### src/rtl/board_mem_arbiter_if.sv
// Bus bundle between the three board requesters, the board-RAM arbiter and the board RAM.
// The master side is the requester/RAM environment; the slave side is the arbiter.
interface board_mem_arbiter_if;
    logic [2:0]  req;
    logic [2:0]  we;
    logic [20:0] addr;
    logic [5:0]  wdata;
    logic [2:0]  lock;
    logic [2:0]  ack;
    logic [2:0]  rvalid;
    logic [1:0]  rdata;
    logic [6:0]  mem_addr;
    logic [1:0]  mem_data;
    logic        mem_wren;
    logic [1:0]  mem_q;
    logic        err;

    modport master (
        output req, we, addr, wdata, lock, mem_q,
        input  ack, rvalid, rdata, mem_addr, mem_data, mem_wren, err
    );

    modport slave (
        input  req, we, addr, wdata, lock, mem_q,
        output ack, rvalid, rdata, mem_addr, mem_data, mem_wren, err
    );
endinterface

### src/rtl/board_mem_arbiter.sv
// Round-robin arbiter sharing the board RAM between initializer, flipper and renderer.
// Optional address bounds checking is built in when BOARD_ARB_BOUNDS_CHECK_EN is defined.
module board_mem_arbiter #(
    parameter int unsigned RD_LAT  = 1,
    parameter int unsigned N_CELLS = 100
) (
    input  logic               clock,
    input  logic               reset,
    board_mem_arbiter_if.slave bus
);

    logic [2:0] ack_q, ack_d;
    logic [2:0] rvalid_q, rvalid_d;
    logic [1:0] rdata_q, rdata_d;
    logic [6:0] mem_addr_q, mem_addr_d;
    logic [1:0] mem_data_q, mem_data_d;
    logic       mem_wren_q, mem_wren_d;
    logic [1:0] last_q, last_d;
    logic [1:0] owner_q, owner_d;
    logic       owner_vld_q, owner_vld_d;
    logic       err_q, err_d;

    logic       pipe_vld_q [RD_LAT];
    logic [1:0] pipe_id_q  [RD_LAT];
    logic       pipe_oob_q [RD_LAT];

    logic [2:0] elig_s;
    logic [2:0] pick_s;
    logic       grant_s;
    logic [6:0] gnt_addr_s;
    logic [1:0] gnt_wdata_s;
    logic       gnt_we_s;
    logic       gnt_lock_s;
    logic       gnt_oob_s;
    logic       rd_issue_s;

    function automatic logic [1:0] rr_next(input logic [1:0] cur);
        case (cur)
            2'd0:    rr_next = 2'd1;
            2'd1:    rr_next = 2'd2;
            default: rr_next = 2'd0;
        endcase
    endfunction

    // Returns {found, index} of the first eligible requester after last.
    function automatic logic [2:0] rr_pick(input logic [2:0] elig, input logic [1:0] last);
        logic [1:0] c1;
        logic [1:0] c2;
        logic [1:0] c3;
        c1 = rr_next(last);
        c2 = rr_next(c1);
        c3 = rr_next(c2);
        if (elig[c1]) begin
            rr_pick = {1'b1, c1};
        end else if (elig[c2]) begin
            rr_pick = {1'b1, c2};
        end else if (elig[c3]) begin
            rr_pick = {1'b1, c3};
        end else begin
            rr_pick = 3'b000;
        end
    endfunction

    // Grant selection: a locked owner excludes everyone else, even while it is ineligible
    always_comb begin
        elig_s = bus.req & ~ack_q;
        pick_s = 3'b000;
        if (owner_vld_q && bus.lock[owner_q]) begin
            if (elig_s[owner_q]) begin
                pick_s = {1'b1, owner_q};
            end else begin
                pick_s = 3'b000;
            end
        end else begin
            pick_s = rr_pick(elig_s, last_q);
        end
    end

    assign grant_s = pick_s[2];

    // Unpack the request fields of the selected requester
    always_comb begin
        gnt_addr_s  = bus.addr[6:0];
        gnt_wdata_s = bus.wdata[1:0];
        gnt_we_s    = bus.we[0];
        gnt_lock_s  = bus.lock[0];
        case (pick_s[1:0])
            2'd1: begin
                gnt_addr_s  = bus.addr[13:7];
                gnt_wdata_s = bus.wdata[3:2];
                gnt_we_s    = bus.we[1];
                gnt_lock_s  = bus.lock[1];
            end
            2'd2: begin
                gnt_addr_s  = bus.addr[20:14];
                gnt_wdata_s = bus.wdata[5:4];
                gnt_we_s    = bus.we[2];
                gnt_lock_s  = bus.lock[2];
            end
            default: gnt_addr_s = bus.addr[6:0];
        endcase
    end

`ifdef BOARD_ARB_BOUNDS_CHECK_EN
    assign gnt_oob_s = grant_s && ({25'd0, gnt_addr_s} >= N_CELLS);
`else
    assign gnt_oob_s = 1'b0;
`endif

    assign rd_issue_s = grant_s & ~gnt_we_s;

    // Next-state for RAM-side outputs, handshake pulses, RR pointer and bus ownership
    always_comb begin
        ack_d       = 3'b000;
        rvalid_d    = 3'b000;
        rdata_d     = rdata_q;
        mem_addr_d  = mem_addr_q;
        mem_data_d  = mem_data_q;
        mem_wren_d  = 1'b0;
        last_d      = last_q;
        owner_d     = owner_q;
        owner_vld_d = owner_vld_q;
        err_d       = err_q;

        if (owner_vld_q && !bus.lock[owner_q]) begin
            owner_vld_d = 1'b0;
        end else begin
            owner_vld_d = owner_vld_q;
        end

        if (grant_s) begin
            ack_d      = 3'b001 << pick_s[1:0];
            last_d     = pick_s[1:0];
            mem_data_d = gnt_wdata_s;
            if (gnt_oob_s) begin
                mem_addr_d = mem_addr_q;
                mem_wren_d = 1'b0;
                err_d      = 1'b1;
            end else begin
                mem_addr_d = gnt_addr_s;
                mem_wren_d = gnt_we_s;
            end
            if (gnt_lock_s) begin
                owner_d     = pick_s[1:0];
                owner_vld_d = 1'b1;
            end else begin
                owner_d = owner_q;
            end
        end else begin
            mem_wren_d = 1'b0;
        end

        // Out-of-range reads return the border code instead of RAM data
        if (pipe_vld_q[RD_LAT-1]) begin
            rvalid_d = 3'b001 << pipe_id_q[RD_LAT-1];
            rdata_d  = pipe_oob_q[RD_LAT-1] ? 2'b11 : bus.mem_q;
        end else begin
            rvalid_d = 3'b000;
        end
    end

    // Output and control registers
    always_ff @(posedge clock) begin
        if (!reset) begin
            ack_q       <= 3'b000;
            rvalid_q    <= 3'b000;
            rdata_q     <= 2'b00;
            mem_addr_q  <= 7'd0;
            mem_data_q  <= 2'b00;
            mem_wren_q  <= 1'b0;
            last_q      <= 2'd2;
            owner_q     <= 2'd0;
            owner_vld_q <= 1'b0;
            err_q       <= 1'b0;
        end else begin
            ack_q       <= ack_d;
            rvalid_q    <= rvalid_d;
            rdata_q     <= rdata_d;
            mem_addr_q  <= mem_addr_d;
            mem_data_q  <= mem_data_d;
            mem_wren_q  <= mem_wren_d;
            last_q      <= last_d;
            owner_q     <= owner_d;
            owner_vld_q <= owner_vld_d;
            err_q       <= err_d;
        end
    end

    // Read-return pipeline carrying the issuing requester and out-of-range flag
    always_ff @(posedge clock) begin
        if (!reset) begin
            for (int k = 0; k < RD_LAT; k++) begin
                pipe_vld_q[k] <= 1'b0;
                pipe_id_q[k]  <= 2'd0;
                pipe_oob_q[k] <= 1'b0;
            end
        end else begin
            pipe_vld_q[0] <= rd_issue_s;
            pipe_id_q[0]  <= pick_s[1:0];
            pipe_oob_q[0] <= gnt_oob_s;
            for (int k = 1; k < RD_LAT; k++) begin
                pipe_vld_q[k] <= pipe_vld_q[k-1];
                pipe_id_q[k]  <= pipe_id_q[k-1];
                pipe_oob_q[k] <= pipe_oob_q[k-1];
            end
        end
    end

    assign bus.ack      = ack_q;
    assign bus.rvalid   = rvalid_q;
    assign bus.rdata    = rdata_q;
    assign bus.mem_addr = mem_addr_q;
    assign bus.mem_data = mem_data_q;
    assign bus.mem_wren = mem_wren_q;
    assign bus.err      = err_q;

endmodule

### src/flat_wrapper.sv
// flat-port wrapper written by rule: the top's interface ports become plain ports
module board_mem_arbiter_flat 
#(
    parameter int unsigned RD_LAT  = 1,
    parameter int unsigned N_CELLS = 100
)
  (clock, reset, bus_req, bus_we, bus_addr, bus_wdata, bus_lock, bus_mem_q, bus_ack, bus_rvalid, bus_rdata, bus_mem_addr, bus_mem_data, bus_mem_wren, bus_err);
  board_mem_arbiter_if bus_i ();
  input  logic clock;
  input  logic reset;
  input wire logic [$bits(bus_i.req)-1:0] bus_req;
  input wire logic [$bits(bus_i.we)-1:0] bus_we;
  input wire logic [$bits(bus_i.addr)-1:0] bus_addr;
  input wire logic [$bits(bus_i.wdata)-1:0] bus_wdata;
  input wire logic [$bits(bus_i.lock)-1:0] bus_lock;
  input wire logic [$bits(bus_i.mem_q)-1:0] bus_mem_q;
  output wire logic [$bits(bus_i.ack)-1:0] bus_ack;
  output wire logic [$bits(bus_i.rvalid)-1:0] bus_rvalid;
  output wire logic [$bits(bus_i.rdata)-1:0] bus_rdata;
  output wire logic [$bits(bus_i.mem_addr)-1:0] bus_mem_addr;
  output wire logic [$bits(bus_i.mem_data)-1:0] bus_mem_data;
  output wire logic [$bits(bus_i.mem_wren)-1:0] bus_mem_wren;
  output wire logic [$bits(bus_i.err)-1:0] bus_err;
  assign bus_i.req = bus_req;
  assign bus_i.we = bus_we;
  assign bus_i.addr = bus_addr;
  assign bus_i.wdata = bus_wdata;
  assign bus_i.lock = bus_lock;
  assign bus_i.mem_q = bus_mem_q;
  assign bus_ack = bus_i.ack;
  assign bus_rvalid = bus_i.rvalid;
  assign bus_rdata = bus_i.rdata;
  assign bus_mem_addr = bus_i.mem_addr;
  assign bus_mem_data = bus_i.mem_data;
  assign bus_mem_wren = bus_i.mem_wren;
  assign bus_err = bus_i.err;
  board_mem_arbiter #(.RD_LAT(RD_LAT), .N_CELLS(N_CELLS)) u_core (.clock(clock), .reset(reset), .bus(bus_i));
endmodule
### config.mk
export PLATFORM = sky130hd
export DESIGN_NAME = board_mem_arbiter_flat
export DESIGN_NICKNAME = d
export VERILOG_FILES = /design/src/rtl/board_mem_arbiter_if.sv /design/src/rtl/board_mem_arbiter.sv /design/src/flat_wrapper.sv
export SDC_FILE = /design/constraint.sdc
export NUM_CORES = 1
export LEC_CHECK = 0
export ABC_AREA = 1
export CAP_MARGIN = 20
export CORE_ASPECT_RATIO = 0.9
export CORE_MARGIN = 4
export CORE_UTILIZATION = 46
export DETAILED_ROUTE_END_ITERATION = 10
export PLACE_DENSITY_LB_ADDON = 0.12
export SLEW_MARGIN = 10
export SYNTH_ARGS = -nofsm -noshare
export SYNTH_HDL_FRONTEND = slang
export SYNTH_SLANG_ARGS = --single-unit
### constraint.sdc
create_clock -name clock -period 4.8 [get_ports clock]
set_clock_uncertainty 0.15 [all_clocks]
set_input_delay 0.96 -clock clock [delete_from_list [all_inputs] [get_ports clock]]
set_output_delay 0.96 -clock clock [all_outputs]
set_load 0.005 [all_outputs]
==> flow_summary_export.csv, run 1 <==
group,metric,value,unit
placed_design,dpl.hpwl,2.84,mm
synth,synth_nets,227,
route,drtIter0Drc,71,
global_routing,use_met2,33.8,%
route,antenna_left,0,
floorplanning,coreArea,2860,µm²
synth,ys_async_sr_fraction,0,%
clocking,clock_latency,0.34,ns
global_routing,use_met1,21.8,%
layout,seqCellArea,520,µm²
global_routing,overflow,0,
floorplanning,die_area,4040,µm²
placed_design,port_buffers,57,
layout,instances_no_fill,278,
hold_path,hold_path_class,"reg2reg",
synth,syn_inst,185,
synth,yosys-top-cells-count,"31 x nand2_1, 26 x dfxtp_1, 24 x inv_1, 19 x nand3_1, 16 x nor2_1",
synth,synthAdderAreaFrac,1.76,%
timing,slew_viol_final,0,
timing,period_needed,3.54,ns
clocking,cts_hold_buf,0,
synth,synth_top_area_cell,"dfxtp_1",
pwr,power_frac_comb,59.4,%
critical_path,endpoint,"u_core.owner_q[0]",
layout,drive_above_1_share,11.3,%
synth,synthTopCellsByArea,"dfxtp_1 37%, nand2_1 8.2%, nand3_1 6.7%, mux2i_1 6.3%, inv_1 6.3%",
synth,ys_warn_count,0,
outcome,status,"completed",
global_routing,grt_max_degree,19,
synth,ys_seq_area_share,36.7,%
clocking,numCtsBuffers,3,
clocking,post-cts-setup-buffers,0,
global_routing,antenna_found_initial,0,
timing,relSlewSlack,54.5,%
synth,synth_top_family_by_area,"simple AND/OR/NAND/NOR gates",
layout,nets,281,
floorplanning,num_rows,18,
synth,netlist_area,1420,µm²
pwr,p_int,0.701,mW
clocking,post_cts_resized,0,
job,max_cap_violations,0,
placed_design,dp_cells,274,
clocking,ctsLongestPathBuffers,2,
critical_path,r2r_start,"u_core.last_q[0]",
synth,synthDistinctLibCells,27,
critical_path,crit_start,"bus_req[2]",
critical_path,cp-start-kind,"primary input",
synth,synth-seq-cells,26,
synth,synth_top_area_share,36.7,%
timing,max_freq,0.282,GHz
route,wire_per_inst,13.0,µm
layout,multi_input_area,738,µm²
clocking,clk_pin_slew,0.15,ns
route,drc_errors,0,
synth,synthFlopType,"dfxtp_1",
synth,synth_compound_area_share,14.8,%
pwr,power,1.22,mW
critical_path,worstPathMaxFanout,10,
global_routing,grtUsageTotal,18.9,%
synth,muxShareOfSynthArea,6.34,%
timing,period_share,73.8,%
pwr,p_switching,0.515,mW
route,drtPass1Iterations,4,
pwr,p_clk_share,13.0,%
synth,yosys.area_share.simple,28.8,%
critical_path,r2r_cells,15,
pwr,irDropWorstVdd,0.382,mV
pwr,leakage,0.937,nW
placed_design,routabilityCongestion,0.833,
critical_path,r2r-end,"u_core.owner_q[0]",
layout,syn2layout_area_growth,43.2,%
synth,synth.most_common_cell,"nand2_1",
route,vias,1383,
floorplanning,io_pins,59,
critical_path,path_class,"in2reg",
timing,rsz0062_at_grt,"no",
clocking,root_buffer,"clkbuf_4",
layout,fillers,243,
critical_path,crit_path_end_kind,"flop",
critical_path,critPathArrivalTime,3.65,ns
global_routing,top_usage_layer,"met2",
floorplanning,initial_utilization,49.7,%
synth,synth_edf_count,0,
timing,tns,0,ns
synth,syn_area_per_cell,7.68,µm²
pwr,seq_power_share,27.7,%
route,vias_per_cell,4.97,
global_routing,grt_pass1_vias,1399,
pwr,swShare,42.4,%
clocking,cts_tree,"yes",
timing,hold_viol,0,
critical_path,r2r_slack,1.97,ns
timing,setup_viol,0,
global_routing,grt_pass1_wl,5.86,mm
clocking,cts_sinks,26,
floorplanning,die_y,60.7,µm
layout,diodes,0,
synth,yosys.area_share.xor_xnor,0,%
route,wl,3.63,mm
global_routing,grt_use_met3,4.44,%
clocking,htreeDepth,1,
critical_path,worstPathRequired,4.91,ns
pwr,powerDensity,598,nW/µm²
floorplanning,dieWidth,66.6,µm
timing,worst_pin_slew,0.681,ns
[worst min path at each step]
stage / end / from / slack, ns / cells after the start
2_1_floorplan: u_core.bus.rvalid[0] / u_core.pipe_id_q[0][1] / 0.25 / 1
3_3_place_gp: u_core.bus.rvalid[0] / u_core.pipe_id_q[0][1] / 0.26 / 1
3_5_place_dp: u_core.bus.rvalid[0] / u_core.pipe_id_q[0][1] / 0.27 / 1
4_1_cts: u_core.bus.rvalid[0] / u_core.pipe_id_q[0][1] / 0.29 / 1
5_1_grt: u_core.bus.rvalid[0] / u_core.pipe_id_q[0][1] / 0.31 / 1
6_report: u_core.bus.rvalid[0] / u_core.pipe_id_q[0][1] / 0.29 / 1
[through the flow]
step	instance area [µm²]	worst slack [ns]	utilization (%)	hold slack [ns]
2_1_floorplan	1420	1.90	-	0.247
3_3_place_gp	1980	1.08	69.2	0.257
3_5_place_dp	1980	0.928	69.2	0.275
4_1_cts	2030	1.30	71.1	0.294
5_1_grt	2030	1.01	71.1	0.310
6_report	2030	1.26	71.1	0.289
[critical path: stages]
cell             delay, ns
clkdlybuf4s50_1       0.48
inv_1                 0.04
nor2_1                0.16
nand2_1               0.14
nand2_1               0.13
nor2_1                0.06
nand3_1               0.08
nand2_1               0.07
nand2_2               0.12
inv_1                 0.06
ha_1                  0.59
inv_1                 0.17
o21ai_0               0.17
nand3_1               0.19
o21bai_1              0.17
nor2_1                0.06
[flip-flops by register name, indices dropped and copies added (netlist names)]
signal,cells
u_core.bus.mem_wren,1
u_core.bus.mem_data,2
u_core.owner_q,2
u_core.bus.rvalid,3
u_core.bus.rdata,2
u_core.pipe_id_q,2
u_core.last_q,2
u_core.bus.mem_addr,7
u_core.owner_vld_q,1
u_core.pipe_vld_q,1
u_core.bus.ack,3
[metal layers]
metal  up-vias  wire, µm
li1        707         -
met1       623      1540
met2        45      1790
met3         8       227
met4         0        68
met5         -         0
[layout by cell type (no fill, tap or decap), drive strengths merged]
cell           instances
conb                   1
inv                   27
ha                     2
a21oi                  3
bufinv                 1
nand2                 36
dfxtp                 26
o21bai                 1
o211ai                 1
clkdlybuf4s50         57
nand4                  1
clkbuf                 3
nor3                   4
a22o                  10
nor2                  20
mux2i                  9
nand3                 22
o21ai                 14
[final cells by class]
type | count | area share, %
Clock inverter | 1 | 1.48
Inverter | 27 | 4.98
Clock buffer | 3 | 1.11
Timing Repair Buffer | 57 | 28.1
Sequential cell | 26 | 25.6
Tap cell | 40 | 2.46
Multi-Input combinational cell | 124 | 36.3
[logic make-up after synthesis]
kind of cell	count (synthesis)
adder cells (fa/ha/maj)	2
AO/OA/AOI/OAI	29
other	1
buffers and inverters	35
multiplexers	9
AND/OR/NAND/NOR	83
flip-flops	26
[power groups by stage]
| stage | clock network [mW] | registers [mW] | logic [mW] |
|---|---|---|---|
| 3_5_place_dp | 0 | 0.342 | 0.718 |
| 3_3_place_gp | 0 | 0.340 | 0.695 |
| 5_1_grt | 0.165 | 0.346 | 0.796 |
| 6_report | 0.158 | 0.337 | 0.722 |
| 2_1_floorplan | 0 | 0.336 | 0.535 |
| 4_1_cts | 0.157 | 0.337 | 0.722 |
Note: power is estimated with default switching activity, not from simulation.
==> inputs of run 2 (changes only) <==
Settings changed: CORE_UTILIZATION 46 to 42.
Clock period 4.8 ns to 3.3 ns, I/O delays scaled along.
==> run 2 against run 1 <==
Wire length is 6.8% lower. Utilization is 4.7 points lower. Flip-flop and latch count is the same. Highest routed layer unchanged. Non-clock buffer count grew 4. Hold slack got worse by 0.014 ns. Sequential share of layout area shrank 0.63 points. Design area is 2.5% higher. Count of clock-buffer cells in the layout is the same. Clock power increased by 66%. Register-to-register slack worse by 1.2 ns. Via count shrank 2.1%. Critical path depth grew 1.
==> flow_summary_export.csv, run 2 (synthesis gave the netlist of run 1 again) <==
group,metric,value,unit
critical_path,r2r_cells,16,
global_routing,grtUsageTotal,15.4,%
route,antenna_left,0,
timing,hold_viol,0,
route,wl,3.38,mm
critical_path,cp-start-kind,"primary input",
clocking,htreeDepth,1,
layout,drive_above_1_share,12.8,%
critical_path,cp_slowest_stage_delay,0.48,ns
floorplanning,dieWidth,69.3,µm
floorplanning,num_rows,19,
timing,slew_viol_final,0,
critical_path,crit_path_cell_trace,"clkdlybuf4s50_1 > inv_1 > nor2_4 > nand2_1 > nand3_1 > nand2_1 > inv_1 > a21oi_1 > nor2_4 > ha_1 > nand2_1 > nand2_1 > nand2_1 > o21ai_0 > nand3_1 > o21bai_1 > nor2_1",
layout,largest_reg_flops,7,
clocking,ctsLongestPathBuffers,2,
timing,period_needed,3.04,ns
timing,period_share,92.1,%
layout,postLayoutCellArea,2080,µm²
placed_design,routabilityCongestion,0.914,
layout,instances_no_fill,284,
critical_path,r2r_start,"u_core.owner_q[0]",
global_routing,grt_pass1_vias,1250,
route,vias,1354,
timing,rsz0062_at_grt,"no",
floorplanning,initial_utilization,45.3,%
placed_design,dpl_cell_area,2010,µm²
clocking,cts_sinks,26,
layout,final_cell_mix,"57 x clkdlybuf4s50_1, 31 x nand2_1, 26 x dfxtp_1, 24 x inv_1, 19 x nand3_1",
global_routing,grt_pass1_wl,5.51,mm
critical_path,crit_family,"simple AND/OR/NAND/NOR gates",
route,vias_per_cell,4.77,
clocking,numCtsBuffers,3,
clocking,clk_pin_slew,0.09,ns
critical_path,r2r-end,"u_core.owner_q[0]",
clocking,root_buffer,"clkbuf_8",
layout,nets,285,
route,drtPass1Iterations,5,
critical_path,path_class,"in2reg",
route,drtIter0Drc,37,
timing,whs,0.275,ns
floorplanning,die_y,63.2,µm
clocking,post-cts-setup-buffers,0,
pwr,powerDensity,878,nW/µm²
clocking,cts_hold_buf,0,
clocking,clock_latency,0.27,ns
critical_path,crit_path_end_kind,"flop",
critical_path,r2r_slack,0.76,ns
job,max_cap_violations,0,
placed_design,dpl.hpwl,2.71,mm
floorplanning,coreArea,3140,µm²
critical_path,critPathArrivalTime,3.06,ns
global_routing,antenna_found_initial,0,
hold_path,hold_path_class,"reg2reg",
timing,setup_viol,0,
global_routing,grt_max_degree,19,
placed_design,dp_cells,280,
critical_path,critPathSlowestCell,"clkdlybuf4s50_1",
route,drc_errors,0,
timing,max_freq,0.329,GHz
critical_path,worstPathRequired,3.33,ns
clocking,post_cts_resized,0,
layout,final_common_cell,"clkdlybuf4s50_1",
pwr,leakage,0.965,nW
floorplanning,io_pins,59,
floorplanning,die_area,4380,µm²
pwr,irDropWorstVdd,0.544,mV
outcome,status,"completed",
layout,syn2layout_area_growth,46.8,%
clocking,cts_tree,"yes",
critical_path,path_common_cell,"nand2_1",
layout,diodes,0,
route,wire_per_inst,11.9,µm
critical_path,worstPathMaxFanout,11,
global_routing,overflow,0,
hold_path,hold_depth,1,
hold_path,hold_path_end,"u_core.bus.rvalid[0]",
hold_path,min-delay-start,"u_core.pipe_id_q[0][1]",
critical_path,path_buf_inv,3,
placed_design,port_buffers,57,
pwr,power,1.83,mW
## run 2: stage by stage
stage	worst slack (ns)	util, %	setup TNS, ns
floorplan	0.700	-	0
detailed placement	-0.0261	64.2	-0.0261
global route	0.0758	66.4	0
finish	0.261	66.4	0
CTS	0.273	66.4	0
global placement	0.132	64.2	0
## run 2: where the power goes
group / switching (mW) / internal (mW) / total [mW]
Sequential: 0.0719 / 0.418 / 0.490
Clock: 0.100 / 0.162 / 0.262
Combinational: 0.567 / 0.511 / 1.08
## run 2: worst max path at each step
stage          cells past startpoint  slack (ns)       start           endpoint
2_1_floorplan                     15        0.70  bus_req[1]  u_core.owner_q[0]
3_3_place_gp                      17        0.13  bus_req[1]  u_core.owner_q[0]
3_5_place_dp                      17       -0.03  bus_req[1]  u_core.owner_q[0]
4_1_cts                           17        0.27  bus_req[1]  u_core.owner_q[0]
5_1_grt                           17        0.08  bus_req[1]  u_core.owner_q[0]
6_report                          17        0.26  bus_req[1]  u_core.owner_q[0]
## run 2: routing by layer
layer / wire length [µm] / global-route usage (%) / share of wire (%)
met5: 0 / 0 / 0
met4: 25 / 3.66 / 0.74
met3: 276 / 5.56 / 8.2
met2: 1660 / 27.9 / 49
met1: 1420 / 17.1 / 42
## run 2: area by class of cell
cell class	count	area (µm²)
Clock buffer	3	41.3
Tap cell	42	52.6
Timing Repair Buffer	61	601
Inverter	27	101
Clock inverter	1	30.0
Multi-Input combinational cell	124	738
Sequential cell	26	520
Fill cell	298	1050
